==> config.mk <==
export PLATFORM = sky130hd
export DESIGN_NAME = regfile_sb
export DESIGN_NICKNAME = d
export VERILOG_FILES = /design/src/rtl/regfile_sb.sv
export SDC_FILE = /design/constraint.sdc
export NUM_CORES = 2
export LEC_CHECK = 0
export CAP_MARGIN = 5
export CELL_PAD_IN_SITES_DETAIL_PLACEMENT = 2
export CELL_PAD_IN_SITES_GLOBAL_PLACEMENT = 2
export CORE_MARGIN = 2
export CORE_UTILIZATION = 45
export CTS_CLUSTER_SIZE = 16
export DETAILED_ROUTE_END_ITERATION = 8
export PLACE_DENSITY_LB_ADDON = 0.25
export RECOVER_POWER = 25
export SYNTH_ARGS = -nofsm -noshare
export SYNTH_HDL_FRONTEND = slang
export SYNTH_SLANG_ARGS = --single-unit
==> constraint.sdc <==
create_clock -name clk -period 6.58 [get_ports clk]
set_input_delay 0.987 -clock clk [delete_from_list [all_inputs] [get_ports clk]]
set_output_delay 0.987 -clock clk [all_outputs]
set_load 0.03 [all_outputs]
==> src/rtl/regfile_sb.sv <==
// Register file with a per-register pending-write scoreboard, a post-reset zeroing sweep and registered reads.
// Define REGFILE_BYPASS_EN for write-first forwarding of same-cycle writes to the read ports.
module regfile_sb #(
   parameter int XLEN  = 64,
   parameter int NREGS = 32,
   localparam int AW   = $clog2(NREGS)
) (
   input  logic            clk,
   input  logic            rst_n,
   output logic            ready,
   input  logic            we,
   input  logic [AW-1:0]   rd,
   input  logic [XLEN-1:0] wd,
   input  logic [AW-1:0]   rs1,
   input  logic [AW-1:0]   rs2,
   output logic [XLEN-1:0] data1,
   output logic [XLEN-1:0] data2,
   input  logic            busy_set,
   input  logic [AW-1:0]   busy_rd,
   output logic            busy1,
   output logic            busy2
);

   typedef enum logic {ST_SWEEP, ST_RUN} state_t;

   localparam logic [AW-1:0] LAST_IDX = AW'(NREGS - 1);

   state_t            r_state;
   state_t            w_state_nxt;
   logic [AW-1:0]     r_sweep_cnt;
   logic [AW-1:0]     w_sweep_cnt_nxt;
   logic [XLEN-1:0]   r_regs [NREGS];
   logic [NREGS-1:0]  r_busy;
   logic [NREGS-1:0]  w_busy_nxt;
   logic [XLEN-1:0]   r_data1;
   logic [XLEN-1:0]   r_data2;
   logic              r_busy1;
   logic              r_busy2;
   logic              w_run;
   logic              w_wr_en;
   logic [XLEN-1:0]   w_rd1;
   logic [XLEN-1:0]   w_rd2;

   // ready is the decoded FSM state, so it doubles as the state observation point
   assign w_run   = (r_state == ST_RUN);
   assign ready   = w_run;
   assign w_wr_en = w_run & we & (rd != '0);

   assign data1 = r_data1;
   assign data2 = r_data2;
   assign busy1 = r_busy1;
   assign busy2 = r_busy2;

   always_comb begin
      w_state_nxt     = r_state;
      w_sweep_cnt_nxt = r_sweep_cnt;
      case (r_state)
         ST_SWEEP: begin
            w_sweep_cnt_nxt = r_sweep_cnt + AW'(1);
            if (r_sweep_cnt == LAST_IDX) begin
               w_state_nxt = ST_RUN;
            end
         end
         ST_RUN: begin
            w_state_nxt = ST_RUN;
         end
         default: begin
            w_state_nxt = ST_SWEEP;
         end
      endcase
   end

   always_ff @(posedge clk or negedge rst_n) begin
      if (!rst_n) begin
         r_state     <= ST_SWEEP;
         r_sweep_cnt <= '0;
      end else begin
         r_state     <= w_state_nxt;
         r_sweep_cnt <= w_sweep_cnt_nxt;
      end
   end

   // Array has no reset; gating on rst_n drops any write while reset is held
   always_ff @(posedge clk) begin
      if (rst_n) begin
         if (!w_run) begin
            r_regs[r_sweep_cnt] <= '0;
         end else if (w_wr_en) begin
            r_regs[rd] <= wd;
         end
      end
   end

   always_comb begin
      w_busy_nxt = r_busy;
      if (w_run) begin
         if (w_wr_en) begin
            w_busy_nxt[rd] = 1'b0;
         end
         // set is applied after clear so it wins on a same-index collision
         if (busy_set && (busy_rd != '0)) begin
            w_busy_nxt[busy_rd] = 1'b1;
         end
      end
   end

   always_comb begin
      w_rd1 = (rs1 == '0) ? '0 : r_regs[rs1];
      w_rd2 = (rs2 == '0) ? '0 : r_regs[rs2];
`ifdef REGFILE_BYPASS_EN
      if (w_wr_en && (rs1 == rd)) begin
         w_rd1 = wd;
      end
      if (w_wr_en && (rs2 == rd)) begin
         w_rd2 = wd;
      end
`else
      w_rd1 = w_rd1;
      w_rd2 = w_rd2;
`endif
   end

   always_ff @(posedge clk or negedge rst_n) begin
      if (!rst_n) begin
         r_busy  <= '0;
         r_data1 <= '0;
         r_data2 <= '0;
         r_busy1 <= 1'b0;
         r_busy2 <= 1'b0;
      end else if (!w_run) begin
         r_data1 <= '0;
         r_data2 <= '0;
         r_busy1 <= 1'b0;
         r_busy2 <= 1'b0;
      end else begin
         r_busy  <= w_busy_nxt;
         r_data1 <= w_rd1;
         r_data2 <= w_rd2;
         r_busy1 <= w_busy_nxt[rs1];
         r_busy2 <= w_busy_nxt[rs2];
      end
   end

endmodule

======== Yosys cells after proc, flatten, opt, wreduce, memory -nomap -nowiden ========
Memories as Yosys holds them, arrays and structs flattened.
Index checks and enable logic that the tools add are counted.
word-level totals
  flip-flop bits (word level) ............. 168
  input bits .............................. 88
  output and inout port bits .............. 131
  memory bits (writable) .................. 2048
  word-level logic and storage cells ...... 60
  memories kept ........................... 1
memories
  memory  words  width  rd ports  clocked after memory_dff  write ports  line  source
  r_regs  32     64     2         0                         1            32    logic [XLEN-1:0] r_regs [NREGS];
cells by class
  magnitude comparators ................... 6
  bitwise logic cells ..................... 6
  reductions and logical operators ........ 8
  mux-type cells .......................... 30
  $add $sub $neg .......................... 1
  eq/ne operators ......................... 1
operators with widths
  kind                                                 number
  2-to-1 mux 64 bit                                    5
  2-to-1 mux 32 bit                                    4
  OR reduction 64 bit                                  1
  bitwise AND 32 bit                                   1
  NOT 32 bit                                           1
  OR 32 bit                                            1
  < comparator 5 x 6 -> 1 bit, second input constant   4
  2-to-1 mux 1 bit                                     15
  binary-select mux 1 bit (select 5 bit)               2
  demux 1 bit (select 5 bit)                           2
  >= comparator 5 x 1 -> 1 bit, second input constant  2
  zero test 5 bit                                      2
  nonzero test 5 bit                                   2
  adder 5 x 1 -> 5 bit, second input constant          1
  == test 5 bit, second input constant                 1
  2-to-1 mux 5 bit                                     1
  logical AND 1 bit                                    3
  bitwise AND 1 bit                                    2
  case mux 1 bit (2 select lines)                      1
  NOT 1 bit                                            1

======== Depth between registers and ports, before layout ========
  depth in word-level cells ............... 14
  mapped depth ............................ 10
  gate-level depth less buffers ........... 8

======== Worst setup path after synthesis ========
OpenSTA, ideal clock, no wires.
  path type ............................... input -> register
  from .................................... input rd[4]
  to ...................................... memory r_regs[11][0] (enable)
  data arrival time ....................... 5107 ps
  data required time ...................... 6094 ps
  cell stages on the path ................. 8
  library setup time ...................... 486 ps
  setup slack ............................. 986 ps
  path buffers ............................ 2
  cells stage by stage .................... buf_2 > or3_1 > nor3_1 > nor3b_1 > mux2i_1 > or3b_1 > clkbuf_1 > nor2_1
between the ends
  word-level cells in the longest chain between the ends .. 8
  elaborated cells on any way between the ends .. 9
  classes of those cells .................. 6 x mux; 1 x bitwise; 2 x reduce/logical
RTL lines
  item                                                                          line  source
  start: declaration                                                            12    input logic [AW-1:0] rd,
  nonzero test 5 bit                                                            47    assign w_wr_en = w_run & we & (rd != '0);
  bitwise AND 1 bit                                                             47
  2-to-1 mux 1 bit                                                              88    end else if (w_wr_en) begin
  2-to-1 mux 1 bit                                                              86    if (!w_run) begin
  2-to-1 mux 1 bit                                                              85    if (rst_n) begin
  2-to-1 mux 1 bit (implied by the code)                                        89    r_regs[rd] <= wd;
  OR reduction 64 bit (no source line)                                          n/a
  2-to-1 mux 5 bit (no source line) / 2-to-1 mux 1 bit (equally long branches)  n/a
  end: declaration                                                              32
Several ways; a longest one is shown, not always the timed one.

======== Final worst setup path ========
  from .................................... register r_state, in the netlist ready
  to ...................................... memory r_regs[20][62] (enable)
between the ends
  word-level cells in the longest chain between the ends .. 8
  elaborated cells on any way between the ends .. 12
  classes of those cells .................. 9 x mux; 2 x bitwise; 1 x reduce/logical
RTL lines
  item                                                                          line  source
  start: declaration                                                            28    state_t r_state;
  start signal: assignment                                                      78    r_state <= w_state_nxt;
  bitwise AND 1 bit (2 in a row)                                                47
  2-to-1 mux 1 bit                                                              88
  2-to-1 mux 1 bit                                                              86
  2-to-1 mux 1 bit                                                              85
  2-to-1 mux 1 bit (implied by the code)                                        89
  OR reduction 64 bit (no source line)                                          n/a
  2-to-1 mux 5 bit (no source line) / 2-to-1 mux 1 bit (equally long branches)  n/a
Several ways; a longest one is shown, not always the timed one.

==> results.md <==
- Crit path depth: 8
- Relative slew slack: -1.32
- Final-stage net count: 4865
- CTS root buf: clkbuf_16
- PD cells: 267 mW/mm²
- Most common cell on crit path: clkbuf_1
- Hold Path Class: reg -> reg
- Seq/Total Area, Yosys: 0.659
- Grt ovf: 0
- Number of port buffers: 218
- Crit end category: register
- Post-synth cell types: 58
- Worst-Margin Slew: about 3.5 ns
- Worst-Skew Late Latency: 0.91 ns
- Die width: 475 µm
- Outcome: finished, violations left
- TNS Setup: 0 ns
- Final Cycle Share: 0.802
- CTS tree: built
- Synth-to-Final Area Change: 13.9%
- Die Y: 475 µm
- Crit path required time: 7.03 ns
- # rows: 172
- Hold buffers post-CTS: 1
- RePlAce Congestion: 0.762
- Worst VDD drop: 0.320 mV
- DR vias/cell: 6.84
- CP top delay family: buffers and inverters
- GR Util All Layers: 0.288
- Post-synthesis cell area: 0.0998 mm²
- Share of layout cells above drive strength 1: 0.362
- Ys async rst share: 0.0758
- Clock-pin slew on the worst setup and hold paths: 0.07 ns
- IO Count: 219
- Die area: 0.225 mm²
- Place WS: 1.29 ns
- Post-DP HPWL: 182000 µm
- Leakage power: 40.4 nW
- CTS Sinks: 2216
- Starting DRC count in detailed routing: around 6000
- Post-CTS sizing: 0
- Num CTS Buffers: 231
- Critical Path Start Type: register
- #FFs+latches synth: 2216
- Post-CTS Setup Inserts: 0
- DRT Pass-1 Iters: 5
- Synth Flop Type: edfxtp_1
- Wirelength per Cell: 40.4 µm
- Fill count: 18500
- Critical setup path kind: reg -> reg
- Clock Tree Buf Depth: 3
- Worst path bufs/invs: 3
- MaxCap Viol Count: 16
- Critical Path AT: 5.73 ns
- Vias post-DR: 54300
- Min Clock Period, post-route: 5.28 ns
- Global-route wire length before repair: 458000 µm
- Slew Viols, Final: 535
- Final Hold Vio Count: 0
- Max FO, Critical Path: 30
- Post-synth EDFFs: around 2000
- RSZ-0062 raised after global routing: no
- Critical Path, Cell by Cell: clkbuf_1 -> nand2_1 -> nor3b_2 -> mux2i_1 -> o211ai_1 -> buf_4 -> nor2_1 -> clkbuf_1
- Syn nets: approximately 4600
- Crit-path max cell delay: 1.31 ns
- Smallest hold slack: 0.427 ns
- Clock skew: 0.0569 ns
- Mapped Cells: 4509
- H-tree depth: 4
- Final setup fails: 0
- Syn Area/Cell: 22.1 µm²
- Initial antenna violation count: 12
- Max Clock Freq: 0.189 GHz
- R2R cell count: 8
- Worst path slowest cell: clkbuf_1
- Initial core utilization: 0.454
- Vias in the first global route: just under 60000
- Worst Hold Path Cells: 0
- Yosys warns: 0
- DRC: 0
- R2r setup slk: 1.30 ns
- Final WL: 321000 µm
- Pin count of the biggest net entering global routing: 110
- Failing checks: max-capacitance violations, max-slew violations
- Final ANT Viol Nets: 0
- Core box area: 0.220 mm²
- Min setup slack post-route: 1.30 ns
[layer usage]
metal	track usage	vias up	routed length [µm]
met2	0.484	2778	163000
met5	0	-	27
met4	0.0968	4	11000
li1	-	20300	-
met3	0.0379	584	21200
met1	0.392	30600	125000
[power breakdown]
group / internal, mW / switching, mW
clock network: 7.12 / 5.74
logic: 0.794 / 1.25
registers: 15.4 / 0.0232
[path summary, 6_finish.rpt]
kind,end,start
worst max register to register,r_regs[20][62],ready
min in group asynchronous,data1[2],rst_n
max in group asynchronous,data2[34],rst_n
worst max-delay path,r_regs[20][62],ready
worst min-delay path,r_busy[0],r_busy[0]
worst min register to register,r_busy[0],r_busy[0]
[logic make-up after synthesis]
family | Yosys count | share of synthesized area
AO/OA/AOI/OAI | 162 | 0.00928
adder cells (fa/ha/maj) | 2 | 0.000251
XOR/XNOR | 3 | 0.000263
flip-flops | 2216 | 0.659
multiplexers | 1359 | 0.297
AND/OR/NAND/NOR | 407 | 0.0189
buffers and inverters | 360 | 0.0154
[layout by cell type, fill, tap and decap left out, types with 4 or more instances in the layout]
master,count
nand4b_1,4
nand2_1,163
nand3b_1,7
nand2b_1,9
a21oi_1,69
clkdlybuf4s50_1,76
nor2_4,21
clkinv_1,59
clkbuf_16,235
and2_1,54
nor2_1,94
buf_12,64
bufinv_16,11
edfxtp_1,2048
and2_0,10
o21ai_0,56
mux2_2,5
dlygate4sd3_1,132
clkinv_2,49
clkinv_8,5
o21a_1,4
dfrtp_1,168
or3b_1,5
nand3_1,9
buf_8,7
inv_1,8
diode_2,5
clkbuf_8,14
a211oi_1,4
nand4_1,5
mux4_2,1283
nor3_1,6
o22ai_1,6
buf_4,84
mux2i_1,71
clkbuf_1,62
clkbuf_2,4
[stage by stage]
step | cells | total power, mW | instance area, µm² | utilization
detailed placement | 7499 | 17.8 | 107000 | 0.484
finish | 7937 | 30.4 | 114000 | 0.517
global placement | 7499 | 17.8 | 107000 | 0.484
floorplan | 4509 | 17.0 | 99800 | -
global route | 7933 | 31.1 | 114000 | 0.517
CTS | 7932 | 30.6 | 114000 | 0.518
[cells in the mapped netlist, drive strengths merged (2+ instances only)]
cell	number	share of area
or3b	5	0.00044
dfrtp	168	0.042
nand2	163	0.0061
nand3	9	0.00045
xnor2	3	0.00026
o21a	4	0.00030
nor2	115	0.0043
nand4	5	0.00031
nand3b	7	0.00053
o41ai	2	0.00025
nor3	6	0.00030
and2	64	0.0040
edfxtp	2048	0.62
mux2i	71	0.0071
a211oi	4	0.00030
nor2b	2	0.00013
o221ai	2	0.00018
or2	6	0.00038
o2111ai	2	0.00018
and4b	2	0.00020
o32a	2	0.00020
inv	9	0.00034
nand4b	4	0.00035
o211ai	2	0.00015
nor3b	2	0.00015
a21oi	69	0.0035
ha	2	0.00025
nand2b	9	0.00056
a21boi	3	0.00023
or3	2	0.00013
clkbuf	195	0.0073
o21ai	57	0.0029
o31ai	2	0.00020
o22ai	6	0.00038
buf	155	0.0077
mux4	1283	0.29
mux2	5	0.00056
[layout make-up]
| class | instances | area, µm² | area share |
|---|---|---|---|
| diodes | 5 | 12.5 | 0.000110 |
| repair buffers | 383 | 4200 | 0.0369 |
| clock inverters | 134 | 1040 | 0.00919 |
| clock buffers | 298 | 6260 | 0.0551 |
| inverters | 10 | 42.5 | 0.000374 |
| flip-flops and latches | 2216 | 65700 | 0.578 |
| multi-input cells | 1933 | 32700 | 0.288 |
| well taps | 2958 | 3700 | 0.0326 |
[registers in the layout (all words and copies together), names as in the netlist]
register and flops:
r_regs 2048, data1 64, data2 64, r_busy 32
r_sweep_cnt 5, busy1 1, busy2 1, ready 1
Note: power is estimated with default switching activity, not from simulation.
